File: src/rtl/note_classifier.sv
// note_classifier: waits for freq_in to stay unchanged for STABLE_CYCLES
// cycles, normalizes it into the 254..508 Hz band, finds the nearest
// equal-tempered note and reports note index, octave and the residual error.
module note_classifier #(
   parameter int STABLE_CYCLES = 1024
) (
   input  logic        clk,
   input  logic        reset,
   input  logic [15:0] freq_in,
   output logic [3:0]  note_idx,
   output logic [3:0]  octave,
   output logic [9:0]  freq_err,
   output logic        out_of_range,
   output logic        note_valid,
   output logic        busy
);

   localparam int CNT_W = $clog2(STABLE_CYCLES + 1);

   typedef enum logic [1:0] {IDLE, NORM, SEARCH, DONE} state_t;

   state_t            state;
   logic [CNT_W-1:0]  stab_cnt;
   logic [15:0]       freq_prev;
   logic [15:0]       last_val;
   logic              have_result;
   logic [15:0]       work;
   logic [3:0]        oct_acc;
   logic [3:0]        srch_idx;
   logic [3:0]        best_idx;
   logic signed [9:0] best_err;
   logic [8:0]        best_abs;
   logic              oor_flag;
   logic signed [9:0] cur_err;
   logic [8:0]        cur_abs;
   logic              trigger;

   // Reference frequencies of octave 4, C..B
   function automatic logic [8:0] table_hz(input logic [3:0] idx);
      case (idx)
         4'd0:    table_hz = 9'd262;
         4'd1:    table_hz = 9'd277;
         4'd2:    table_hz = 9'd294;
         4'd3:    table_hz = 9'd311;
         4'd4:    table_hz = 9'd330;
         4'd5:    table_hz = 9'd349;
         4'd6:    table_hz = 9'd370;
         4'd7:    table_hz = 9'd392;
         4'd8:    table_hz = 9'd415;
         4'd9:    table_hz = 9'd440;
         4'd10:   table_hz = 9'd466;
         default: table_hz = 9'd494;
      endcase
   endfunction

   // Magnitude of a normalized-band error; band limits keep it below 256
   function automatic logic [8:0] abs_err(input logic signed [9:0] e);
      logic [9:0] m;
      m = e[9] ? 10'(-e) : 10'(e);
      abs_err = m[8:0];
   endfunction

   // Work is confined to 254..508 while searching, so 9 bits are exact
   assign cur_err = signed'({1'b0, work[8:0]}) - signed'({1'b0, table_hz(srch_idx)});
   assign cur_abs = abs_err(cur_err);
   assign trigger = (state == IDLE) && (stab_cnt == CNT_W'(STABLE_CYCLES)) &&
                    (!have_result || (freq_in != last_val));
   assign busy    = (state != IDLE);

   // Previous-cycle input, used only for change detection
   always_ff @(posedge clk) begin
      freq_prev <= freq_in;
   end

   // Stability counter: restarts on any input change, saturates at STABLE_CYCLES
   always_ff @(posedge clk) begin
      if (reset)
         stab_cnt <= '0;
      else if (freq_in != freq_prev)
         stab_cnt <= '0;
      else if (stab_cnt != CNT_W'(STABLE_CYCLES))
         stab_cnt <= stab_cnt + CNT_W'(1);
   end

   // Classification FSM: capture, octave normalization, table search, publish
   always_ff @(posedge clk) begin
      if (reset) begin
         state        <= IDLE;
         have_result  <= 1'b0;
         note_idx     <= '0;
         octave       <= '0;
         freq_err     <= '0;
         out_of_range <= 1'b0;
         note_valid   <= 1'b0;
      end else begin
         note_valid <= 1'b0;
         case (state)
            IDLE: begin
               if (trigger) begin
                  work        <= freq_in;
                  oct_acc     <= 4'd4;
                  last_val    <= freq_in;
                  have_result <= 1'b1;
                  if ((freq_in < 16'd16) || (freq_in > 16'd8000)) begin
                     oor_flag <= 1'b1;
                     state    <= DONE;
                  end else begin
                     oor_flag <= 1'b0;
                     state    <= NORM;
                  end
               end
            end
            NORM: begin
               if (work < 16'd254) begin
                  work    <= work << 1;
                  oct_acc <= oct_acc - 4'd1;
               end else if (work >= 16'd509) begin
                  work    <= work >> 1;
                  oct_acc <= oct_acc + 4'd1;
               end else begin
                  srch_idx <= 4'd0;
                  state    <= SEARCH;
               end
            end
            SEARCH: begin
               // Strict less-than keeps the lower index on ties
               if ((srch_idx == 4'd0) || (cur_abs < best_abs)) begin
                  best_idx <= srch_idx;
                  best_err <= cur_err;
                  best_abs <= cur_abs;
               end
               if (srch_idx == 4'd11)
                  state <= DONE;
               else
                  srch_idx <= srch_idx + 4'd1;
            end
            DONE: begin
               note_valid <= 1'b1;
               if (oor_flag) begin
                  note_idx     <= '0;
                  octave       <= '0;
                  freq_err     <= '0;
                  out_of_range <= 1'b1;
               end else begin
                  note_idx     <= best_idx;
                  octave       <= oct_acc;
                  freq_err     <= best_err;
                  out_of_range <= 1'b0;
               end
               state <= IDLE;
            end
            default: state <= IDLE;
         endcase
      end
   end

endmodule

File: config.mk
export PLATFORM = sky130hd
export DESIGN_NAME = note_classifier
export DESIGN_NICKNAME = d
export VERILOG_FILES = /design/src/rtl/note_classifier.sv
export SDC_FILE = /design/constraint.sdc
export NUM_CORES = 1
export LEC_CHECK = 0
export ABC_AREA = 1
export CORE_MARGIN = 2
export CORE_UTILIZATION = 40
export DETAILED_ROUTE_END_ITERATION = 16
export HOLD_SLACK_MARGIN = 0.02
export PLACE_DENSITY = 0.68
export SYNTH_ARGS = -nofsm -noshare
export SYNTH_HDL_FRONTEND = slang
export SYNTH_SLANG_ARGS = --single-unit
File: constraint.sdc
create_clock -name clk -period 6 [get_ports clk]
set_clock_uncertainty 0.1 [all_clocks]
set_input_delay 0.9 -clock clk [delete_from_list [all_inputs] [get_ports clk]]
set_output_delay 0.9 -clock clk [all_outputs]
set_load 0.05 [all_outputs]
### Word-level counts from Yosys, hierarchy flattened

Memories as Yosys holds them, arrays and structs flattened. A register that Yosys moved wholly into a read port is not among the register bits.
Index checks and enable logic that the tools add are counted.

* memory bits (read-only): 128
* memories: 1
* input port bits: 18
* register bits: 114

* $add $sub $neg: 6
* multiplexer cells: 26
* equal/unequal tests: 14
* order comparisons: 5
* bitwise gates (word level): 1
* reduce and logical (&&, ||, !) cells: 18

Memory list
* (name not given): words 16, width 8, rd ports 1, clocked after Yosys merged registers in 1, wr ports 0, line 40 `case (idx)`

Operator list (count)
* 16-bit two-way mux: 3
* 4-bit two-way mux: 9
* 16-bit inequality test: 2
* 16-bit case mux with 2 select lines: 1
* 16-bit by 9-bit greater-or-equal comparator with 1-bit output, second input constant: 1
* 16-bit by 13-bit greater-than comparator with 1-bit output, second input constant: 1
* 16-bit by 5-bit < comparator with 1-bit output, second input constant: 1
* 16-bit by 8-bit < comparator with 1-bit output, second input constant: 1
* 4-bit case mux with 2 select lines: 2
* 11-bit by 1-bit adder with 11-bit output, second input constant: 1
* 11-bit equality test, second input constant: 1
* 11-bit inequality test, second input constant: 1
* 10-bit two-way mux: 1
* 2-bit two-way mux: 5
* 2-bit inequality test, second input constant: 5
* 9-bit by 9-bit subtractor with 10-bit output: 1
* 9-bit < comparator: 1
* 9-bit two-way mux: 1
* 9-bit negator: 1
* 4-bit by 1-bit adder with 4-bit output, second input constant: 2
* 2-bit case mux with 4 select lines: 1
* 4-bit AND reduction: 2
* 3-bit AND reduction: 2
* 2-bit nonzero test: 3
* 15 further kinds: 21

### Logic depth before layout (Yosys ltp)

Gate-level depths: netlist of run 1.

* depth in word-level cells: 6
* gate-level depth with buffers: 21
* mapped depth without buffers: 20

### Worst setup path before layout of run 1

No wires, ideal clock.

* kind: flip-flop to flip-flop
* start point: reg work[0]
* end point: reg best_abs[1] (enable)
* arrival time: 3.594 ns
* stages on the path, launching flop included: 20
* period minus slack after synthesis: 4.103 ns
* setup slack: 1.897 ns
* path buffers: 0
* library setup time: 0.408 ns
* cell sequence: edfxtp_1 -> inv_1 -> ha_1 -> inv_1 -> fa_1 -> inv_1 -> ha_1 -> inv_1 -> nor2_1 -> nand3_1 -> nor2_2 -> nand3_2 -> nand3_1 -> nand2_1 -> ha_1 -> nand2_1 -> nor2_1 -> nand3_1 -> o2111ai_1 -> a21oi_1

* cells in the longest elaborated chain, start to end: 6

Ends and longest elaborated chain
* start, declared: line 27 `logic [15:0] work;`
* start signal, assigned: line 100 `work <= freq_in;`
* start signal, assigned: line 115 `work <= work << 1;`
* start signal, assigned: line 118 `work <= work >> 1;`
* 9-bit by 9-bit subtractor with 10-bit output: line 64 `assign cur_err = signed'({1'b0, work[8:0]}) - signed'({1'b0, table_hz(srch_idx)});`
* named net cur_err[1]: line 34 `logic signed [9:0] cur_err;`
* 9-bit negator: line 59 `m = e[9] ? 10'(-e) : 10'(e);`
* 9-bit two-way mux: line 59
* named net cur_abs[8]: line 35 `logic [8:0] cur_abs;`
* 9-bit < comparator: line 127 `if ((srch_idx == 4'd0) || (cur_abs < best_abs)) begin`
* 1-bit logical OR: line 127
* 3-bit AND reduction (no line)
* end signal, assigned: line 130 `best_abs <= cur_abs;`
* end, declared: line 32 `logic [8:0] best_abs;`

The timed path passes the listed nets, and every way through them passes these cells.
A chain may end at the register's enable or synchronous reset.

### Worst setup path in the final report of run 1

* start point: reg work[0]
* end point: reg best_err[4] (enable)

* cells in the longest elaborated chain, start to end: 6

Ends and longest elaborated chain
* 9-bit by 9-bit subtractor with 10-bit output (*): line 64
* 9-bit negator: line 59
* 9-bit two-way mux (*): line 59
* named net cur_abs[8]: line 35
* 9-bit < comparator (*): line 127
* 1-bit logical OR (*): line 127
* 3-bit AND reduction (no line) (*)
* end signal, assigned: line 129 `best_err <= cur_err;`
* end, declared: line 31 `logic signed [9:0] best_err;`

Mark *: on every way through the listed nets, which the timed path passes. The rest lies on a longest branch.

==> results by group, run 1 <==
Global route
  – Initial antenna violation count: 0
  – Largest net degree at the start of global routing: 34
  – Remaining Overflow, GRT: 0
  – Vias in the first global route: 4631
  – Wire length of the first global-routing pass: ~21 mm
  – Total routing usage reported by global routing: about 16%

Detailed routing
  – Number of design-rule violations left by the first detailed-router iteration: ~320
  – Routed vias/inst: 4.73
  – Antenna viol nets, final: 0
  – Via Count: approximately 4800
  – Router iterations before antenna repair: 5
  – Drt wl/cell: roughly 13 um
  – DRC violation count after routing: 0
  – Wirelength, routed: about 13 mm

Clock network
  – Clock-pin slew on the worst setup and hold paths: 50 ps
  – Num Clock Sinks: about 120
  – TritonCTS clock tree: built
  – CTS Root Cell: clkbuf_16
  – CTS H-Tree Depth: 4
  – Post-CTS resize count: 0
  – CTS hold repair buffers: 0
  – Maximum buffer depth of the clock tree: 2
  – Setup repair bufs after CTS: 0
  – Clock latency at the later pin of the worst-skew pair: 410 ps
  – Inserted Clock Buffers: 17

Synthesis
  – Post-Synthesis Mean Instance Area: 8.54 um2
  – Count of flip-flops with a built-in enable after synthesis: between 60 and 70
  – Sequential fraction of the synthesis area: 48.8%
  – Distinct cell type count after synthesis: between 40 and 50
  – Share of the synthesized area in the top cell type: a little under a third
  – Post-synthesis sequential element count: about 120
  – Most common cell in the synthesized netlist: nand2_1
  – Gate count after technology mapping: approximately 730
  – Most numerous cell types in the synthesized netlist: nand2_1, inv_1, nor2_1
  – Combinational family with the most area after synthesis: simple AND/OR/NAND/NOR gates
  – Fraction of synthesized cell area in xor and xnor cells: approximately 4.2%
  – Synthesized-area fraction occupied by ao, oa, aoi and oai cells: under 10%
  – Cell taking the most area after synthesis: edfxtp_1
  – Async set-reset flop share out of synthesis: 0%
  – Multiplexer fraction of the synthesized cell area: 0%
  – Synth Cell Area: ~6300 um2
  – Simple-gate share of the synthesized area: between 20% and 30%
  – Post-Synthesis Net Count: 785
  – Top cells by area in the synthesized netlist: edfxtp_1, dfxtp_1, nand2_1, ha_1, inv_1
  – Synth Flop Type: edfxtp_1
  – Share of synthesized cell area in full adder, half adder and majority cells: under 10%
  – Synth warn: 0

Place
  – Final HPWL from detailed placement: roughly 9 mm
  – Placed instance area: roughly 6900 um2
  – Number of input and output port buffers inserted: 38
  – Placed Cells: just under 1000
  – Routability Congestion: between 0.8 and 0.9

Final layout
  – Number of inserted filler cells in the final layout: between 1000 and 1500
  – Area of all placed cells without fillers: between 7000 and 8000 um2
  – Area delta synth->final: 19.6%
  – Final core area utilization: 49.1%
  – Antenna diode count: 0
  – Total Nets Final: approximately 840
  – Final cell count without fillers: roughly 1000
  – Share of cells above drive strength 1: 8.55%

Flow run
  – Maximum capacitance violations: 0

STA
  – Final critical-path share of the clock period: 70.5%
  – Tmin final: 4230 ps
  – Highest achievable clock rate: between 200 and 250 MHz
  – Transition time at the pin with the least slew margin: 1180 ps
  – Final worst hold slack: between 300 and 400 ps
  – Setup repair after global routing missed its margin: no
  – Count of endpoints failing hold in the final timing report: 0
  – Max-slew violations: 0
  – Total Neg Setup Slack: 0 ps
  – Final setup violating endpoints: 0
  – Max-slew headroom: a little over a fifth

Power
  – Pleak: between 0.003 and 0.004 uW
  – Cell Pwr Density: 473 nW/um2
  – Worst vdd ir: about 270 uV

Critical path
  – Worst Path Class, Setup: register to register
  – Number of cells on the worst reg-to-reg path: 18
  – Critical-path top delay cell: a21oi_2
  – Crit start category: register
  – Data required time at the worst endpoint: about 5900 ps
  – Ordered list of cells on the worst path: inv_1 > ha_1 > inv_1 > fa_1 > nand3_1 > nand2_1 > xnor2_1 > nand3_1 > nor2_2 > nand3_2 > nand3_1 > nand2_1 > ha_1 > nand2_1 > nor2_1 > nand3_1 > o2111ai_1 > a21oi_2
  – Crit-path max cell delay: 950 ps
  – Data arrival time of the critical path: between 4000 and 5000 ps
  – Cell occurring most often along the worst timing path: nand3_1
  – Worst Setup End Kind: register
  – End of the worst register-to-register path: best_err[4]
  – Capturing element of the worst setup path: best_err[4]
  – Start point of the critical path: work[0]
  – Setup slack of the most critical reg-to-reg path: ~1800 ps
  – Maximum fanout along the worst path: 22
  – Worst r2r src: work[0]

Die
  – Full die area: around 17000 um2
  – Area of the core: 15300 um2
  – Vertical die dimension: 129 um
  – Top Ports: 39
  – Initial Util: about two fifths
  – Number of rows created at floorplan: 45
  – Horizontal die dimension: around 130 um

Worst hold path
  – Kind of path behind the tightest hold check: register to register

Run status
  – Outcome: completed
logic make-up (layout without fill, tap and decap cells):
logic type | count (synthesis) | after routing
AOI/OAI and AO/OA | 82 | 82
buffers and inverters | 119 | 181
DFF | 121 | 121
xor gates and xnor gates | 28 | 28
adders and majority gates | 34 | 34
and+or+nand+nor | 349 | 349
per-layer routing:
layer,vias to the layer above,track usage [%],wire length [um]
met5,-,0,0
met4,0,6.33,144
li1,2488,-,-
met1,2175,20.3,5950
met3,9,3.30,424
met2,86,27.9,6080
worst min-delay path by stage:
stage           startpoint           to  slack [ps]  cells past startpoint
2_1_floorplan  have_result  have_result         350                      2
3_3_place_gp   note_idx[0]  note_idx[0]         350                      2
3_5_place_dp   freq_err[2]  freq_err[2]         360                      2
4_1_cts        freq_err[2]  freq_err[2]         360                      2
5_1_grt        freq_err[5]  freq_err[5]         380                      2
6_report       note_idx[0]  note_idx[0]         360                      2
per-stage QoR:
step	total power (uW)	setup WS, ps
floorplan	2240	1900
finish	3550	1770
global placement	2510	1930
global route	3810	1290
CTS	3570	1710
detailed placement	2550	1740
final cells by class:
| type | instances | area (um2) | area share, % |
|---|---|---|---|
| repair buffers | 42 | 410 | 5.48 |
| flip-flops and latches | 121 | 3050 | 40.8 |
| clock inverters | 1 | 30.0 | 0.401 |
| well taps | 211 | 264 | 3.52 |
| multi-input cells | 493 | 2760 | 36.9 |
| inverters | 108 | 405 | 5.41 |
| clock buffers | 30 | 567 | 7.57 |
registers in the layout, indices dropped and copies added (netlist names), named ones only:
| register | count |
|---|---|
| freq_prev | 16 |
| octave | 4 |
| state | 2 |
| work | 16 |
| last_val | 16 |
| oor_flag | 1 |
| have_result | 1 |
| out_of_range | 1 |
| best_idx | 4 |
| freq_err | 10 |
| stab_cnt | 11 |
| srch_idx | 4 |
| oct_acc | 4 |
| best_abs | 8 |
| best_err | 10 |
| note_valid | 1 |
| note_idx | 4 |
critical path: cells and delay by family, from the launching register on:
| kind | cells | cell delay (ps) |
|---|---|---|
| adders and majority gates | 3 | 870 |
| and+or+nand+nor | 10 | 960 |
| DFF | 1 | 410 |
| buffers and inverters | 2 | 140 |
| AOI/OAI and AO/OA | 2 | 1090 |
| xor gates and xnor gates | 1 | 260 |
power by group:
group	internal (uW)	switching, uW
registers	1080	65.8
logic	497	886
clock network	673	341
total	2250	1290
cells in the final DEF, fill, tap and decap left out, drive strengths merged, types with 5 or more instances in the layout:
cell / n
nand3b: 8
edfxtp: 63
clkdlybuf4s50: 38
inv: 106
a21oi: 41
dfxtp: 58
xnor2: 9
nor2: 75
nand4: 15
clkbuf: 30
ha: 32
o21ai: 30
nand3: 35
nor3: 16
nor3b: 5
xor2: 19
nand2: 191
Power figures use the tool's default switching activity.
==> run 2: changes to the inputs <==
Settings changed: PLACE_DENSITY 0.68 to 0.71.
Clock period 6 ns to 3.5 ns, I/O delays scaled along.
==> run 2 against run 1 <==
Net effect: the run now ends with setup timing left; design area grew 7.0%; clock power grew 69%; global-route usage grew 0.52 points; register-to-register slack lost 1800 ps; critical path depth is the same; combinational power grew to 2.7 times the previous value; total power grew 110%; setup slack lost 1800 ps; sequential share of layout area shrank 2.7 points; sequential power grew 71%; largest cell class is now multi-input gates.
==> results by group, run 2 (synthesized netlist as in run 1, its figures left out) <==
Run status
  – Outcome: complete, but fails checks
  – Violations in the final reports: setup timing

STA
  – Total Neg Setup Slack: -290 ps
  – Final worst hold slack: between 300 and 400 ps
  – Final worst-path setup slack: -25.1 ps
  – Final critical-path share of the clock period: 101%
  – Transition time at the pin with the least slew margin: 631 ps
  – Final setup violating endpoints: 22
  – Tmin final: between 3000 and 4000 ps
  – Max-slew headroom: between 50% and 60%
  – Max-slew violations: 0
  – Count of endpoints failing hold in the final timing report: 0
  – Setup repair after global routing missed its margin: yes
  – Highest achievable clock rate: 284 MHz

Final layout
  – Share of cells above drive strength 1: approximately 16%
  – Total Nets Final: roughly 850
  – Number of inserted filler cells in the final layout: 1342
  – Most used cells in the layout excluding fill and tap cells: nand2_1, inv_1, nor2_1
  – Antenna diode count: 0
  – Largest registers: freq_prev: 16 flops, last_val: 16 flops, work: 16 flops
  – Area delta synth->final: 28.0%
  – Combined area of the multi-input logic cells: between 3000 and 4000 um2
  – Area taken by flip-flops and latches: 3050 um2
  – Most frequent standard cell in the layout excluding fill and tap cells: nand2_1

Clock network
  – Clock-pin slew on the worst setup and hold paths: around 50 ps
  – Inserted Clock Buffers: 17
  – Clock latency at the later pin of the worst-skew pair: around 410 ps
  – CTS H-Tree Depth: 4
  – CTS hold repair buffers: 0
  – CTS Root Cell: clkbuf_16
  – Num Clock Sinks: ~120
  – Maximum buffer depth of the clock tree: 2
  – TritonCTS clock tree: built

Critical path
  – Data arrival time of the critical path: 3550 ps
  – Crit path buf inv count: 6
  – Data required time at the worst endpoint: around 3500 ps
  – Critical-path top delay cell: fa_2
  – Worst Setup End Kind: register
  – Number of cells on the critical path: 18
  – Worst r2r src: work[0]
  – Worst Path Class, Setup: register to register
  – Crit start category: register
  – Number of cells on the worst reg-to-reg path: 18
  – Family with the most delay on the worst path: adder cells
  – Crit-path max cell delay: 540 ps
  – Ordered list of cells on the worst path: inv_1 > ha_2 > inv_2 > fa_2 > inv_2 > ha_4 > inv_4 > nor3_4 > nor2_2 > xor2_1 > ha_1 > a21oi_4 > o31ai_4 > nand2_2 > o2111ai_4 > a21oi_4 > buf_12 > clkbuf_16
  – Maximum fanout along the worst path: 5
  – Start point of the critical path: work[0]

Die
  – Top Ports: 39
  – Number of rows created at floorplan: between 40 and 50
  – Area of the core: 15300 um2
  – Initial Util: around 40%
  – Vertical die dimension: roughly 130 um
  – Full die area: between 15000 and 20000 um2
  – Horizontal die dimension: 129 um

Flow run
  – Maximum capacitance violations: 0

Place
  – Final HPWL from detailed placement: approximately 9.4 mm
  – Number of input and output port buffers inserted: 38
  – Routability Congestion: 0.895

Detailed routing
  – Routed vias/inst: slightly below 5
  – Number of design-rule violations left by the first detailed-router iteration: 324
  – Antenna viol nets, final: 0
  – DRC violation count after routing: 0
  – Router iterations before antenna repair: 4
  – Wirelength, routed: between 10 and 15 mm
  – Drt wl/cell: ~13 um
  – Via Count: around 5000

Power
  – Worst vdd ir: about 580 uV
  – Overall power consumption: around 7500 uW
  – Cell Pwr Density: slightly above 900 nW/um2
  – Pleak: between 0.003 and 0.004 uW

Global route
  – Largest net degree at the start of global routing: 33
  – Remaining Overflow, GRT: 0
  – Vias in the first global route: roughly 4900
  – Initial antenna violation count: 0
  – Total routing usage reported by global routing: roughly 17%
  – Wire length of the first global-routing pass: ~22 mm

Worst hold path
  – Startpoint of the worst hold path: freq_err[5]
  – Cell count of the worst hold path: 2
  – Kind of path behind the tightest hold check: register to register
[run 2: cell types whose count changed in the layout (fill, tap and decap cells not counted), moves of 5 or more]
cell,change
buf_4,+12
clkinv_2,+5
nand2_1,-6
ha_4,+9
ha_1,-10
inv_1,-6
inv_2,+5
[run 2: repair_timing]
| action | 4_1_cts | 5_1_grt |
|---|---|---|
| pin swaps | 6 | 34 |
| buffers inserted | 3 | 10 |
| gates resized for setup | 10 | 54 |
| setup endpoints to repair | 22 | 22 |
| cloned | 1 | 2 |
[run 2: worst reg2reg max path: cells and delay by family (launching register included)]
kind	cells	cell delay [ps]
flip-flops	1	380
adder cells (fa/ha/maj)	4	1190
XOR/XNOR	1	230
buffers and inverters	6	540
AO/OA/AOI/OAI	4	550
AND/OR/NAND/NOR	3	270
[run 2: final timing paths]
path | endpoint | slack, ps
setup / recovery | best_err[0] | -30
hold / removal | freq_err[5] | 360
setup reg to reg | best_err[0] | -30
hold reg to reg | freq_err[5] | 360
[run 2: metrics by stage]
step | instances | worst slack [ps] | utilization [%] | area (um2)
global placement | 980 | 99.8 | 45.6 | 6950
global route | 1026 | -161 | 52.5 | 8010
detailed placement | 980 | -17.3 | 45.6 | 6950
CTS | 1016 | 1.95 | 50.0 | 7640
finish | 1026 | -25.1 | 52.5 | 8010
floorplan | 733 | 23.9 | - | 6270
[run 2: layer usage]
metal  GRT usage (%)  part of all wire, %  vias up
met5               0                    0        -
met4            6.65                  2.2        0
met3            3.30                  2.8       25
met2            29.2                   50       87
met1            20.6                   45     2335
li1                -                    -     2531
[run 2: power breakdown]
group	leakage [uW]	switching, uW	internal [uW]	total [uW]
logic	0.00194	2210	1570	3790
clock network	0.000298	597	1110	1710
registers	0.00105	118	1850	1970
total	0.00329	2930	4540	7460
[run 2: final cells by class]
cell class	count	share of cell area, %
well taps	211	3.29
repair buffers	61	7.78
inverters	108	5.09
clock buffers	25	6.57
multi-input cells	493	38.4
clock inverters	7	0.796
flip-flops and latches	121	38.1
==> run 3: changes to the inputs <==
Settings changed: RECOVER_POWER set to 100.
==> run 3 against run 2 <==
Net effect: the flow still finishes with violations (setup timing); wire length rose by 0.15%; critical endpoint unchanged; register-to-register slack barely moved; critical path type unchanged; count of clock-buffer cells in the layout unchanged; sequential power is essentially flat.
==> results by group, run 3 (synthesized netlist as in run 1, its figures left out) <==
Worst hold path
  – Cell count of the worst hold path: 2
  – Kind of path behind the tightest hold check: register to register

Detailed routing
  – Antenna viol nets, final: 0
  – Drt wl/cell: 13.5 um
  – Routed vias/inst: a little under 5
  – Number of design-rule violations left by the first detailed-router iteration: 332
  – DRC violation count after routing: 0
  – Wirelength, routed: 13.8 mm
  – Router iterations before antenna repair: 4
  – Via Count: 4964

Critical path
  – Capturing element of the worst setup path: best_err[0]
  – Worst Setup End Kind: register
  – Data required time at the worst endpoint: approximately 3500 ps
  – Number of cells on the critical path: 18
  – Critical-path top delay cell: fa_2
  – Family with the most delay on the worst path: adder cells
  – Worst r2r src: work[0]
  – Worst Path Class, Setup: register to register
  – Ordered list of cells on the worst path: inv_1 > ha_2 > inv_2 > fa_2 > inv_2 > ha_4 > inv_4 > nor3_4 > nor2_2 > xor2_1 > ha_1 > a21oi_4 > o31ai_4 > nand2_2 > o2111ai_4 > a21oi_4 > buf_12 > clkbuf_16
  – Crit-path max cell delay: roughly 530 ps
  – Data arrival time of the critical path: between 3000 and 4000 ps
  – Number of cells on the worst reg-to-reg path: 18
  – Setup slack of the most critical reg-to-reg path: -20 ps
  – End of the worst register-to-register path: best_err[0]
  – Start point of the critical path: work[0]
  – Crit path buf inv count: 6
  – Maximum fanout along the worst path: 5
  – Crit start category: register

Die
  – Horizontal die dimension: 129 um
  – Vertical die dimension: about 130 um
  – Full die area: 16700 um2
  – Top Ports: 39
  – Area of the core: around 15000 um2
  – Initial Util: about two fifths
  – Number of rows created at floorplan: 45

Clock network
  – TritonCTS clock tree: built
  – Clock latency at the later pin of the worst-skew pair: approximately 400 ps
  – CTS H-Tree Depth: 4
  – CTS Root Cell: clkbuf_16
  – Clock-pin slew on the worst setup and hold paths: ~50 ps
  – Maximum buffer depth of the clock tree: 2
  – Inserted Clock Buffers: 17
  – CTS hold repair buffers: 0
  – Num Clock Sinks: around 120

STA
  – Highest achievable clock rate: around 280 MHz
  – Count of endpoints failing hold in the final timing report: 0
  – Final worst-path setup slack: -19.5 ps
  – Max-slew headroom: between 10% and 20%
  – Final critical-path share of the clock period: 101%
  – Tmin final: 3520 ps
  – Setup repair after global routing missed its margin: yes
  – Final setup violating endpoints: 22
  – Max-slew violations: 0
  – Total Neg Setup Slack: -187 ps
  – Transition time at the pin with the least slew margin: roughly 1300 ps

Place
  – Final HPWL from detailed placement: around 9.4 mm
  – Placed instance area: about 7000 um2
  – Number of input and output port buffers inserted: 38
  – Routability Congestion: 0.895
  – Worst Setup Slack post-DPL: -17.3 ps

Power
  – Pleak: approximately 0.0033 uW
  – Cell Pwr Density: between 900 and 1000 nW/um2
  – Overall power consumption: between 7000 and 8000 uW
  – Worst vdd ir: about 580 uV

Global route
  – Largest net degree at the start of global routing: 33
  – Total routing usage reported by global routing: roughly 17%
  – Wire length of the first global-routing pass: roughly 22 mm
  – Initial antenna violation count: 0
  – Vias in the first global route: 4855
  – Remaining Overflow, GRT: 0

Final layout
  – Area delta synth->final: 27.8%
  – Area of all placed cells without fillers: roughly 8000 um2
  – Number of inserted filler cells in the final layout: approximately 1300
  – Final core area utilization: 52.4%
  – Most frequent standard cell in the layout excluding fill and tap cells: nand2_1
  – Share of cells above drive strength 1: 15.8%
  – Total Nets Final: between 800 and 900
  – Antenna diode count: 0
  – Most used cells in the layout excluding fill and tap cells: nand2_1, inv_1, nor2_1
  – Largest registers: freq_prev: 16 flops, last_val: 16 flops, work: 16 flops

Run status
  – Outcome: complete, but fails checks
  – Violations in the final reports: setup timing

Flow run
  – Maximum capacitance violations: 0
-- run 3: cell types whose count changed in the layout (fill, tap and decap cells not counted) --
cell / before / now
clkdlybuf4s50_1: 38 / 21
buf_4: 16 / 13
clkbuf_1: 2 / 5
dlygate4sd3_1: 0 / 17
-- run 3: how the worst min path moves through the flow --
stage                     start     endpoint  slack, ps
floorplan           have_result  have_result        350
global placement    note_idx[0]  note_idx[0]        350
detailed placement  freq_err[5]  freq_err[5]        350
CTS                 freq_err[5]  freq_err[5]        360
global route        freq_err[5]  freq_err[5]        380
finish              freq_err[5]  freq_err[5]        360
-- run 3: layout make-up --
class,instances,area [um2],share of cell area (%)
tap,211,264,3.30
clock buffer,25,527,6.58
clock inverter,7,63.8,0.797
multi-input combinational,493,3080,38.4
timing repair buffer,61,612,7.65
sequential,121,3050,38.1
inverter,108,408,5.10
-- run 3: metal layers --
metal,GRT usage (%),routed length [um],up-vias
met5,0,0,-
met4,6.65,310,0
met3,3.30,383,25
met2,29.2,6890,82
met1,20.6,6220,2324
li1,-,-,2533
-- run 3: report_power, final --
group          switching, uW  internal [uW]
combinational           2210           1560
clock                    598           1110
sequential               119           1850
total                   2930           4520
-- run 3: through the flow --
| step | hold WS, ps | instances |
|---|---|---|
| floorplan | 351 | 733 |
| global placement | 352 | 980 |
| detailed placement | 355 | 980 |
| CTS | 363 | 1016 |
| global route | 381 | 1026 |
| finish | 361 | 1026 |
-- run 3: worst register-to-register path, delay by kind of cell (launching register included) --
family,cells,cell delay [ps]
AOI/OAI and AO/OA,4,550
and+or+nand+nor,3,270
DFF,1,380
xor gates and xnor gates,1,230
buffers and inverters,6,540
adders and majority gates,4,1180
-- run 3: what timing repair did --
item                                    CTS  global route
gates cloned                              1             2
gates resized for setup                  10            54
endpoints found under the setup margin   22            22
pin swaps                                 6            34
setup buffers                             3            10
